--- src/rtl/tea_word_packer_if.sv ---
// Byte-stream, encryptor wdata/req/ack and APB-lite signals of the tinyenc word packer.
// slave = the packer, master = whatever drives it (feeder, encryptor, APB bridge).
interface tea_word_packer_if;
  logic        byte_valid;
  logic [7:0]  byte_data;
  logic        byte_ready;
  logic        req;
  logic [31:0] wdata;
  logic        ack;
  logic [31:0] pwdata;
  logic        pwrite;
  logic [31:0] paddr;
  logic        psel;
  logic        penable;
  logic [31:0] prdata;

  modport slave (
    input  byte_valid, byte_data, ack, pwdata, pwrite, paddr, psel, penable,
    output byte_ready, req, wdata, prdata
  );

  modport master (
    output byte_valid, byte_data, ack, pwdata, pwrite, paddr, psel, penable,
    input  byte_ready, req, wdata, prdata
  );
endinterface

--- src/rtl/tea_word_packer.sv ---
// Packs a byte stream into 32-bit words, buffers them in a DEPTH-word FIFO and hands each to tinyenc over a 4-phase req/ack.
// APB-lite: CTRL (flush/clear), PAD, STATUS, WORDS. Define TEA_PACK_MSB_FIRST_EN to place the first byte in [31:24].
module tea_word_packer #(
  parameter int         DEPTH   = 4,
  parameter logic [7:0] PAD_RST = 8'h20
) (
  input  logic pclk,
  input  logic prstb,
  tea_word_packer_if.slave bus
);

  localparam int AW = $clog2(DEPTH);

  typedef enum logic [1:0] {S_IDLE, S_REQ, S_DROP} state_t;

  function automatic logic [4:0] lane_lsb(input logic [1:0] k);
`ifdef TEA_PACK_MSB_FIRST_EN
    return 5'd24 - {k, 3'b000};
`else
    return {k, 3'b000};
`endif
  endfunction

  logic [31:0] r_mem [DEPTH];
  logic [AW:0] r_wptr, r_rptr;
  logic [1:0]  r_cnt;
  logic [31:0] r_acc;
  logic [7:0]  r_pad;
  logic        r_flush_pending;
  logic        r_ack_m, r_ack_s;
  state_t      r_state;
  logic        r_req;
  logic [31:0] r_wdata;
  logic [15:0] r_words;
  logic        r_avail;
  logic        r_skip_pop;

  logic [AW:0] w_level;
  logic [4:0]  w_level5;
  logic        w_full, w_empty;
  logic        w_byte_ready, w_byte_fire;
  logic        w_apb_wr, w_ctrl_wr, w_clear, w_flush_cmd;
  logic [31:0] w_acc_merged, w_padded, w_push_dat;
  logic [1:0]  w_cnt_after;
  logic        w_push_byte, w_flush_try, w_push_flush, w_push, w_pop;
  logic [31:0] w_prdata;
  logic        w_unused;

  assign w_level  = r_wptr - r_rptr;
  assign w_level5 = 5'(w_level);
  assign w_empty  = (r_wptr == r_rptr);
  assign w_full   = (r_wptr[AW] != r_rptr[AW]) && (r_wptr[AW-1:0] == r_rptr[AW-1:0]);

  // No look-ahead on a concurrent pop: a full FIFO blocks the word-completing byte.
  assign w_byte_ready = ~r_flush_pending & ~(w_full & (r_cnt == 2'd3));
  assign w_byte_fire  = bus.byte_valid & w_byte_ready;

  assign w_apb_wr    = bus.psel & bus.penable & bus.pwrite;
  assign w_ctrl_wr   = w_apb_wr & (bus.paddr[3:2] == 2'd0);
  assign w_clear     = w_ctrl_wr & bus.pwdata[1];
  assign w_flush_cmd = w_ctrl_wr & bus.pwdata[0] & ~bus.pwdata[1];

  // A byte taken on this edge is merged before FLUSH looks at the partial word.
  always_comb begin
    w_acc_merged = r_acc;
    if (w_byte_fire) w_acc_merged[lane_lsb(r_cnt) +: 8] = bus.byte_data;
    w_cnt_after = w_byte_fire ? r_cnt + 2'd1 : r_cnt;
    w_padded = w_acc_merged;
    for (int k = 0; k < 4; k++) begin
      if (2'(k) >= w_cnt_after) w_padded[lane_lsb(2'(k)) +: 8] = r_pad;
    end
  end

  assign w_push_byte  = w_byte_fire & (r_cnt == 2'd3);
  assign w_flush_try  = r_flush_pending | (w_flush_cmd & (w_cnt_after != 2'd0));
  assign w_push_flush = w_flush_try & ~w_full;
  assign w_push       = w_push_byte | w_push_flush;
  assign w_push_dat   = w_push_byte ? w_acc_merged : w_padded;
  assign w_pop        = (r_state == S_REQ) & r_ack_s & ~r_skip_pop;

  always_ff @(posedge pclk) begin
    if (w_push && !w_clear) r_mem[r_wptr[AW-1:0]] <= w_push_dat;
  end

  always_ff @(posedge pclk or negedge prstb) begin
    if (!prstb) begin
      r_wptr          <= '0;
      r_rptr          <= '0;
      r_cnt           <= 2'd0;
      r_acc           <= 32'd0;
      r_pad           <= PAD_RST;
      r_flush_pending <= 1'b0;
      r_ack_m         <= 1'b0;
      r_ack_s         <= 1'b0;
      r_avail         <= 1'b0;
    end else begin
      r_ack_m <= bus.ack;
      r_ack_s <= r_ack_m;
      r_avail <= ~w_empty;
      if (w_byte_fire) r_acc <= w_acc_merged;
      if (w_apb_wr && bus.paddr[3:2] == 2'd1) r_pad <= bus.pwdata[7:0];
      if (w_clear) begin
        r_wptr          <= '0;
        r_rptr          <= '0;
        r_cnt           <= 2'd0;
        r_flush_pending <= 1'b0;
      end else begin
        if (w_push) r_wptr <= r_wptr + 1'b1;
        if (w_pop)  r_rptr <= r_rptr + 1'b1;
        r_cnt           <= w_push_flush ? 2'd0 : w_cnt_after;
        r_flush_pending <= w_flush_try & w_full;
      end
    end
  end

  // r_avail lags the FIFO by a cycle; the live empty check keeps a cleared FIFO from loading.
  always_ff @(posedge pclk or negedge prstb) begin
    if (!prstb) begin
      r_state    <= S_IDLE;
      r_req      <= 1'b0;
      r_wdata    <= 32'd0;
      r_words    <= 16'd0;
      r_skip_pop <= 1'b0;
    end else begin
      case (r_state)
        S_IDLE: begin
          if (r_avail && !w_empty && !w_clear) begin
            r_req   <= 1'b1;
            r_wdata <= r_mem[r_rptr[AW-1:0]];
            r_state <= S_REQ;
          end
        end
        S_REQ: begin
          if (r_ack_s) begin
            r_req      <= 1'b0;
            r_words    <= r_words + 16'd1;
            r_skip_pop <= 1'b0;
            r_state    <= S_DROP;
          end else if (w_clear) begin
            r_skip_pop <= 1'b1;
          end
        end
        S_DROP: begin
          if (!r_ack_s) r_state <= S_IDLE;
        end
        default: r_state <= S_IDLE;
      endcase
    end
  end

  always_comb begin
    w_prdata = 32'd0;
    if (bus.psel && !bus.pwrite) begin
      case (bus.paddr[3:2])
        2'd1:    w_prdata = {24'd0, r_pad};
        2'd2:    w_prdata = {14'd0, r_flush_pending, r_req, 3'd0, w_level5, 6'd0, r_cnt};
        2'd3:    w_prdata = {16'd0, r_words};
        default: w_prdata = 32'd0;
      endcase
    end
  end

  assign w_unused = &{1'b0, bus.paddr[31:4], bus.paddr[1:0], bus.pwdata[31:8]};

  assign bus.byte_ready = w_byte_ready;
  assign bus.req        = r_req;
  assign bus.wdata      = r_wdata;
  assign bus.prdata     = w_prdata;

endmodule

--- src/flat_wrapper.sv ---
// flat-port wrapper written by rule: the top's interface ports become plain ports
module tea_word_packer_flat 
#(
  parameter int         DEPTH   = 4,
  parameter logic [7:0] PAD_RST = 8'h20
)
  (pclk, prstb, bus_byte_valid, bus_byte_data, bus_ack, bus_pwdata, bus_pwrite, bus_paddr, bus_psel, bus_penable, bus_byte_ready, bus_req, bus_wdata, bus_prdata);
  tea_word_packer_if bus_i ();
  input  logic pclk;
  input  logic prstb;
  input wire logic [$bits(bus_i.byte_valid)-1:0] bus_byte_valid;
  input wire logic [$bits(bus_i.byte_data)-1:0] bus_byte_data;
  input wire logic [$bits(bus_i.ack)-1:0] bus_ack;
  input wire logic [$bits(bus_i.pwdata)-1:0] bus_pwdata;
  input wire logic [$bits(bus_i.pwrite)-1:0] bus_pwrite;
  input wire logic [$bits(bus_i.paddr)-1:0] bus_paddr;
  input wire logic [$bits(bus_i.psel)-1:0] bus_psel;
  input wire logic [$bits(bus_i.penable)-1:0] bus_penable;
  output wire logic [$bits(bus_i.byte_ready)-1:0] bus_byte_ready;
  output wire logic [$bits(bus_i.req)-1:0] bus_req;
  output wire logic [$bits(bus_i.wdata)-1:0] bus_wdata;
  output wire logic [$bits(bus_i.prdata)-1:0] bus_prdata;
  assign bus_i.byte_valid = bus_byte_valid;
  assign bus_i.byte_data = bus_byte_data;
  assign bus_i.ack = bus_ack;
  assign bus_i.pwdata = bus_pwdata;
  assign bus_i.pwrite = bus_pwrite;
  assign bus_i.paddr = bus_paddr;
  assign bus_i.psel = bus_psel;
  assign bus_i.penable = bus_penable;
  assign bus_byte_ready = bus_i.byte_ready;
  assign bus_req = bus_i.req;
  assign bus_wdata = bus_i.wdata;
  assign bus_prdata = bus_i.prdata;
  tea_word_packer #(.DEPTH(DEPTH), .PAD_RST(PAD_RST)) u_core (.pclk(pclk), .prstb(prstb), .bus(bus_i));
endmodule
--- config.mk ---
export PLATFORM = sky130hd
export DESIGN_NAME = tea_word_packer_flat
export DESIGN_NICKNAME = d
export VERILOG_FILES = /design/src/rtl/tea_word_packer_if.sv /design/src/rtl/tea_word_packer.sv /design/src/flat_wrapper.sv
export SDC_FILE = /design/constraint.sdc
export NUM_CORES = 1
export LEC_CHECK = 0
export ABC_AREA = 1
export ABC_CLOCK_PERIOD_IN_PS = 9600
export BUFFER_PORTS_ARGS = -buffer_cell sky130_fd_sc_hd__buf_2
export CAP_MARGIN = 25
export CORE_MARGIN = 2
export CORE_UTILIZATION = 25
export CTS_BUF_LIST = sky130_fd_sc_hd__clkbuf_16
export DETAILED_ROUTE_END_ITERATION = 10
export MAX_ROUTING_LAYER = met4
export PLACE_DENSITY = 0.4
export SYNTH_ARGS = -nofsm -noshare
export SYNTH_HDL_FRONTEND = slang
export SYNTH_SLANG_ARGS = --single-unit
--- constraint.sdc ---
create_clock -name pclk -period 9.6 [get_ports pclk]
set_clock_uncertainty 0.05 [all_clocks]
set_input_delay 1.92 -clock pclk [delete_from_list [all_inputs] [get_ports pclk]]
set_output_delay 1.92 -clock pclk [all_outputs]
set_load 0.02 [all_outputs]
* Yosys cells after proc, flatten, opt, wreduce, memory -nomap -nowiden
Memory sizes are Yosys's and may differ from the RTL's. A register that Yosys moved wholly into a read port is not among the register bits. Index checks and enable logic that the tools add are counted.
Cells by class: add/sub/neg operators 6, $lt $le $gt $ge 4, equal/unequal tests 12, shifts and indexed selects 2, muxes and demuxes 28, bitwise logic cells 23, reduce and logical (&&, ||, !) cells 22
Operator list (count):
- 32-bit 2-to-1 mux | 3
- 18-bit case mux with 3 select lines | 1
- 32-bit bitwise mux | 1
- 8-bit 2-to-1 mux | 4
- 8-bit by 7-bit variable shift with 32-bit output, first input constant | 1
- 8-bit by 7-bit indexed part select with 32-bit output | 1
- 16-bit by 1-bit adder with 16-bit output, second input constant | 1
- 1-bit bitwise AND | 15
- 2-bit 2-to-1 mux | 6
- 3-bit 2-to-1 mux | 4
- 2-bit nonzero test | 5
- 2-bit equality test, second input constant | 4
- 1-bit 2-to-1 mux | 7
- 5-bit negator with 7-bit output | 1
- 3-bit by 1-bit adder with 3-bit output, second input constant | 2
- 1-bit logical AND | 6
- 1-bit inverter | 6
- 2-bit case mux with 3 select lines | 1
- 2-bit AND reduction | 3
- 3-bit AND reduction | 2
- 2-bit by 1-bit equality test with 1-bit output, second input constant | 2
- 1-bit by 2-bit >= comparator with 1-bit output, first input constant | 2
- 2-bit >= comparator, first input constant | 2
- 1-bit logical NOT | 4
- other kinds (10) | 13
Storage, ports and cells: flip-flop bits (word level) 72, bits in writable memories 128, logic and storage cells 111, memories kept 1
Memories:
- u_core.r_mem | words 4, width 32, rd ports 1, clocked after Yosys merged registers in 1, write ports 1, RTL line tea_word_packer.sv:24 | logic [31:0] r_mem [DEPTH];

* Depth between registers and ports, before layout
depth after elaboration 15, gate-level depth with buffers 17, depth with buffers taken out 15

* Worst setup path before layout
No wires, ideal clock.
path type input port to output port, from in bus_paddr[2], to out bus_prdata[10], arrival 2.807 ns, required time 7.630 ns, path slack 4.823 ns, cell stages on the path 5, cell sequence nand2_1 inv_1 clkbuf_1 nand2_1 a21oi_1
On the way: word-level cells in the longest chain between the ends 3
Ends and longest elaborated chain:
- from (decl) | RTL line flat_wrapper.sv:16 | input wire logic [$bits(bus_i.paddr)-1:0] bus_paddr;
- 2-bit equality test / 2-bit by 1-bit equality test with 1-bit output (equally long branches) | RTL line tea_word_packer.sv:154 | case (bus.paddr[3:2])
- 18-bit case mux with 3 select lines (*) | RTL line tea_word_packer.sv:154
- 32-bit 2-to-1 mux (*) | RTL line tea_word_packer.sv:153 | if (bus.psel && !bus.pwrite) begin
- to (decl) | RTL line flat_wrapper.sv:22 | output wire logic [$bits(bus_i.prdata)-1:0] bus_prdata;
Mark *: on every way between the ends. The rest lies on a longest branch, timed or not.

* Worst setup path after layout
from in bus_paddr[3], to out bus_prdata[8]
Same word-level chain as after synthesis.

==> results.cfg <==
[sta]
worst_slew_pin_slew_ps = 868.8
slew_headroom = 0.4208
rsz0062_at_grt = no
timing.setup.tns_ps = 0
min_period_over_period = 0.5311
setup_viol = 0
maxSlewViolCount = 0
fin_crit_ps = 5099
fmax_ghz = 0.1961
hold_viol = 0

[worst_setup_path]
critical_path_arrival_ps = 3130
critPathCaptureType = output port
critPathMaxFanout = 5
ff2ff_setup_slack_ps = 5480
rr_endpoint = u_core.r_mem[2][31]
crit_required_ps = 7630
rr_startpoint = u_core.r_rptr[1]
cp-start-kind = primary input
reg2regPathDepth = 17
criticalPathCategory = in2out

[clocking]
clkLatencyLatePin_ps = 530
clockBufferDepth = 3
cts_tree = done
post_cts_buffers = 0
cts_resized = 0
cts.sinks = 227
cts_hold_buf = 0
numCtsBuffers = 26
clkTransAtPathRegs_ps = 60
cts-root-buf = clkbuf_16
cts_max_level = 1

[job]
max_cap_viol_count = 0

[global_routing]
grt_overflow = 0
grt_max_degree = 68
grt_pass1_wl_um = 40340
grt_use_total = 0.1318
grt_pass1_vias = 6596
antenna_found_initial = 2

[synthesis]
netlist_area_sq_um = 9908
synth_common_cells = 128 x edfxtp_1, 110 x o21ai_0, 104 x nand2_1
yosys-top-cells-area = edfxtp_1 39%, dfrtp_1 25%, o21ai_0 5.6%
async_flop_share = 0.4361
ys.flop_type = edfxtp_1
synth.most_common_cell = edfxtp_1
synth_top_area_cell = edfxtp_1
ys_ff_latch = 227
yosys.area.top_type_share = 0.3879
yosysWarnings = 0
netlist-cell-type-count = 39
syn-mean-instance-area_sq_um = 11.27
synth_edf_count = 128
ys_seq_area_frac = 0.6381
synth_cells = 879

[placement]
gp_congestion = 0.7256
io_buffer_count = 76
postPlaceCellArea_sq_um = 10800
dp_hpwl_um = 16670

[drt]
final_antenna_net_count = 0
dr_total_vias = 6593
first_pass_iters = 6
vias_per_cell = 4.404
first_iter_violations = 384
wirelength_um = 26190
routedWlPerCell_um = 17.50
drc = 0

[final_layout]
nets = 1049
final_cell_area_sq_um = 11610
drive_gt1_frac = 0.2039
syn2layout_area_growth_pct = 17.16
fillers = 4117

[floorplanning]
chipWidth_um = 203.1
die_h_um = 203.1
ios = 145
start_util = 0.2546
core_area_sq_um = 38920
fp-row-count = 72
fp.dieArea_sq_um = 41240

[hold_path]
hp-start = u_core.r_ack_m
hold_end = u_core.r_ack_s
min_path_type = reg2reg
whs_path_depth = 0

[pwr]
ir_worst_vdd_mv = 0.1582
power_uw = 3752
p_per_area_nw_per_um2 = 323.2
leakage_uw = 0.004710

[run_status]
status = finished, final reports clean
sequential cells by signal, summed over array words and instances (netlist names):
name                    count
u_core.r_acc               27
u_core.r_rptr               3
u_core.r_skip_pop           1
u_core.r_pad                8
u_core.bus.wdata           32
u_core.r_ack_m              1
u_core.r_wptr               3
u_core.r_flush_pending      1
u_core.r_mem              128
u_core.r_words             16
u_core.r_ack_s              1
u_core.r_state              2
u_core.bus.req              1
u_core.r_cnt                2
u_core.r_avail              1
per-layer routing:
metal	routed length [um]	part of all wire	track usage	up-vias
li1	-	-	-	3187
met1	12570	0.48	0.1818	3236
met2	11970	0.46	0.2050	140
met3	1175	0.045	0.02055	30
met4	474	0.018	0.02920	0
met5	0	0	-	-
critical path: stages:
cell     delay (ps)
buf_2           130
inv_1            60
nor2_1          170
inv_1           140
or2_2           310
a21oi_1         190
buf_2           200
power by group:
group	switching [uW]	total, uW	internal, uW
sequential	92.7	1450	1360
clock	405	927	521
combinational	945	1370	427
layout by cell type (no fill, tap or decap), drive strengths merged, types with 2 or more instances in the layout:
master,synthesis,routed
o21ai,130,130
edfxtp,128,128
nand2,116,116
nor2,99,99
dfrtp,98,98
buf,25,86
inv,67,73
o22ai,38,38
nand3,36,36
mux2,32,32
clkbuf,25,26
a21oi,18,18
nand4,18,18
clkinv,1,15
conb,1,14
xor2,13,13
ha,13,13
nor3,10,10
diode,0,3
xnor2,3,3
or2,2,2
o31ai,2,2
nor3b,2,2
final cells by class:
type,instances,area (sq um),share of cell area
timing repair buffer,86,457.9,0.03945
antenna,3,7.507,0.0006467
clock buffer,26,650.6,0.05605
multi-input combinational,547,3117,0.2685
inverter,68,255.2,0.02199
tap,518,648.1,0.05583
sequential,227,6324,0.5447
clock inverter,22,148.9,0.01283
metrics by stage:
| step | worst slack, ps | util | hold slack [ps] | cells |
|---|---|---|---|---|
| final | 4501 | 0.2983 | 297.8 | 1497 |
| after global routing | 4383 | 0.2982 | 319.7 | 1496 |
| after CTS | 4480 | 0.2981 | 299.2 | 1494 |
| after detailed placement | 4486 | 0.2776 | 284.7 | 1446 |
| after global placement | 4495 | 0.2776 | 285.4 | 1446 |
| after floorplan | 4823 | - | 281.2 | 892 |
cell families (layout without fill, tap and decap cells):
| family | count (synthesis) | in the layout | synth area share |
|---|---|---|---|
| buf+inv | 118 | 202 | 0.05430 |
| compound gates | 188 | 188 | 0.1044 |
| fa+ha+maj | 14 | 14 | 0.01844 |
| simple gates | 283 | 283 | 0.1339 |
| mux | 32 | 32 | 0.03637 |
| xor+xnor | 16 | 16 | 0.01414 |
| other cells | 1 | 17 | 0.0003785 |
| flops | 227 | 227 | 0.6381 |
worst max path at each step:
stage / start / end / slack [ps] / cells after the start
2_1_floorplan: bus_paddr[2] / bus_prdata[10] / 4820 / 5
3_3_place_gp: bus_paddr[3] / bus_prdata[8] / 4500 / 7
3_5_place_dp: bus_paddr[3] / bus_prdata[8] / 4490 / 7
4_1_cts: bus_paddr[3] / bus_prdata[8] / 4480 / 7
5_1_grt: bus_paddr[3] / bus_prdata[8] / 4380 / 7
6_report: bus_paddr[3] / bus_prdata[8] / 4500 / 7
Note: power is estimated with default switching activity, not from simulation.
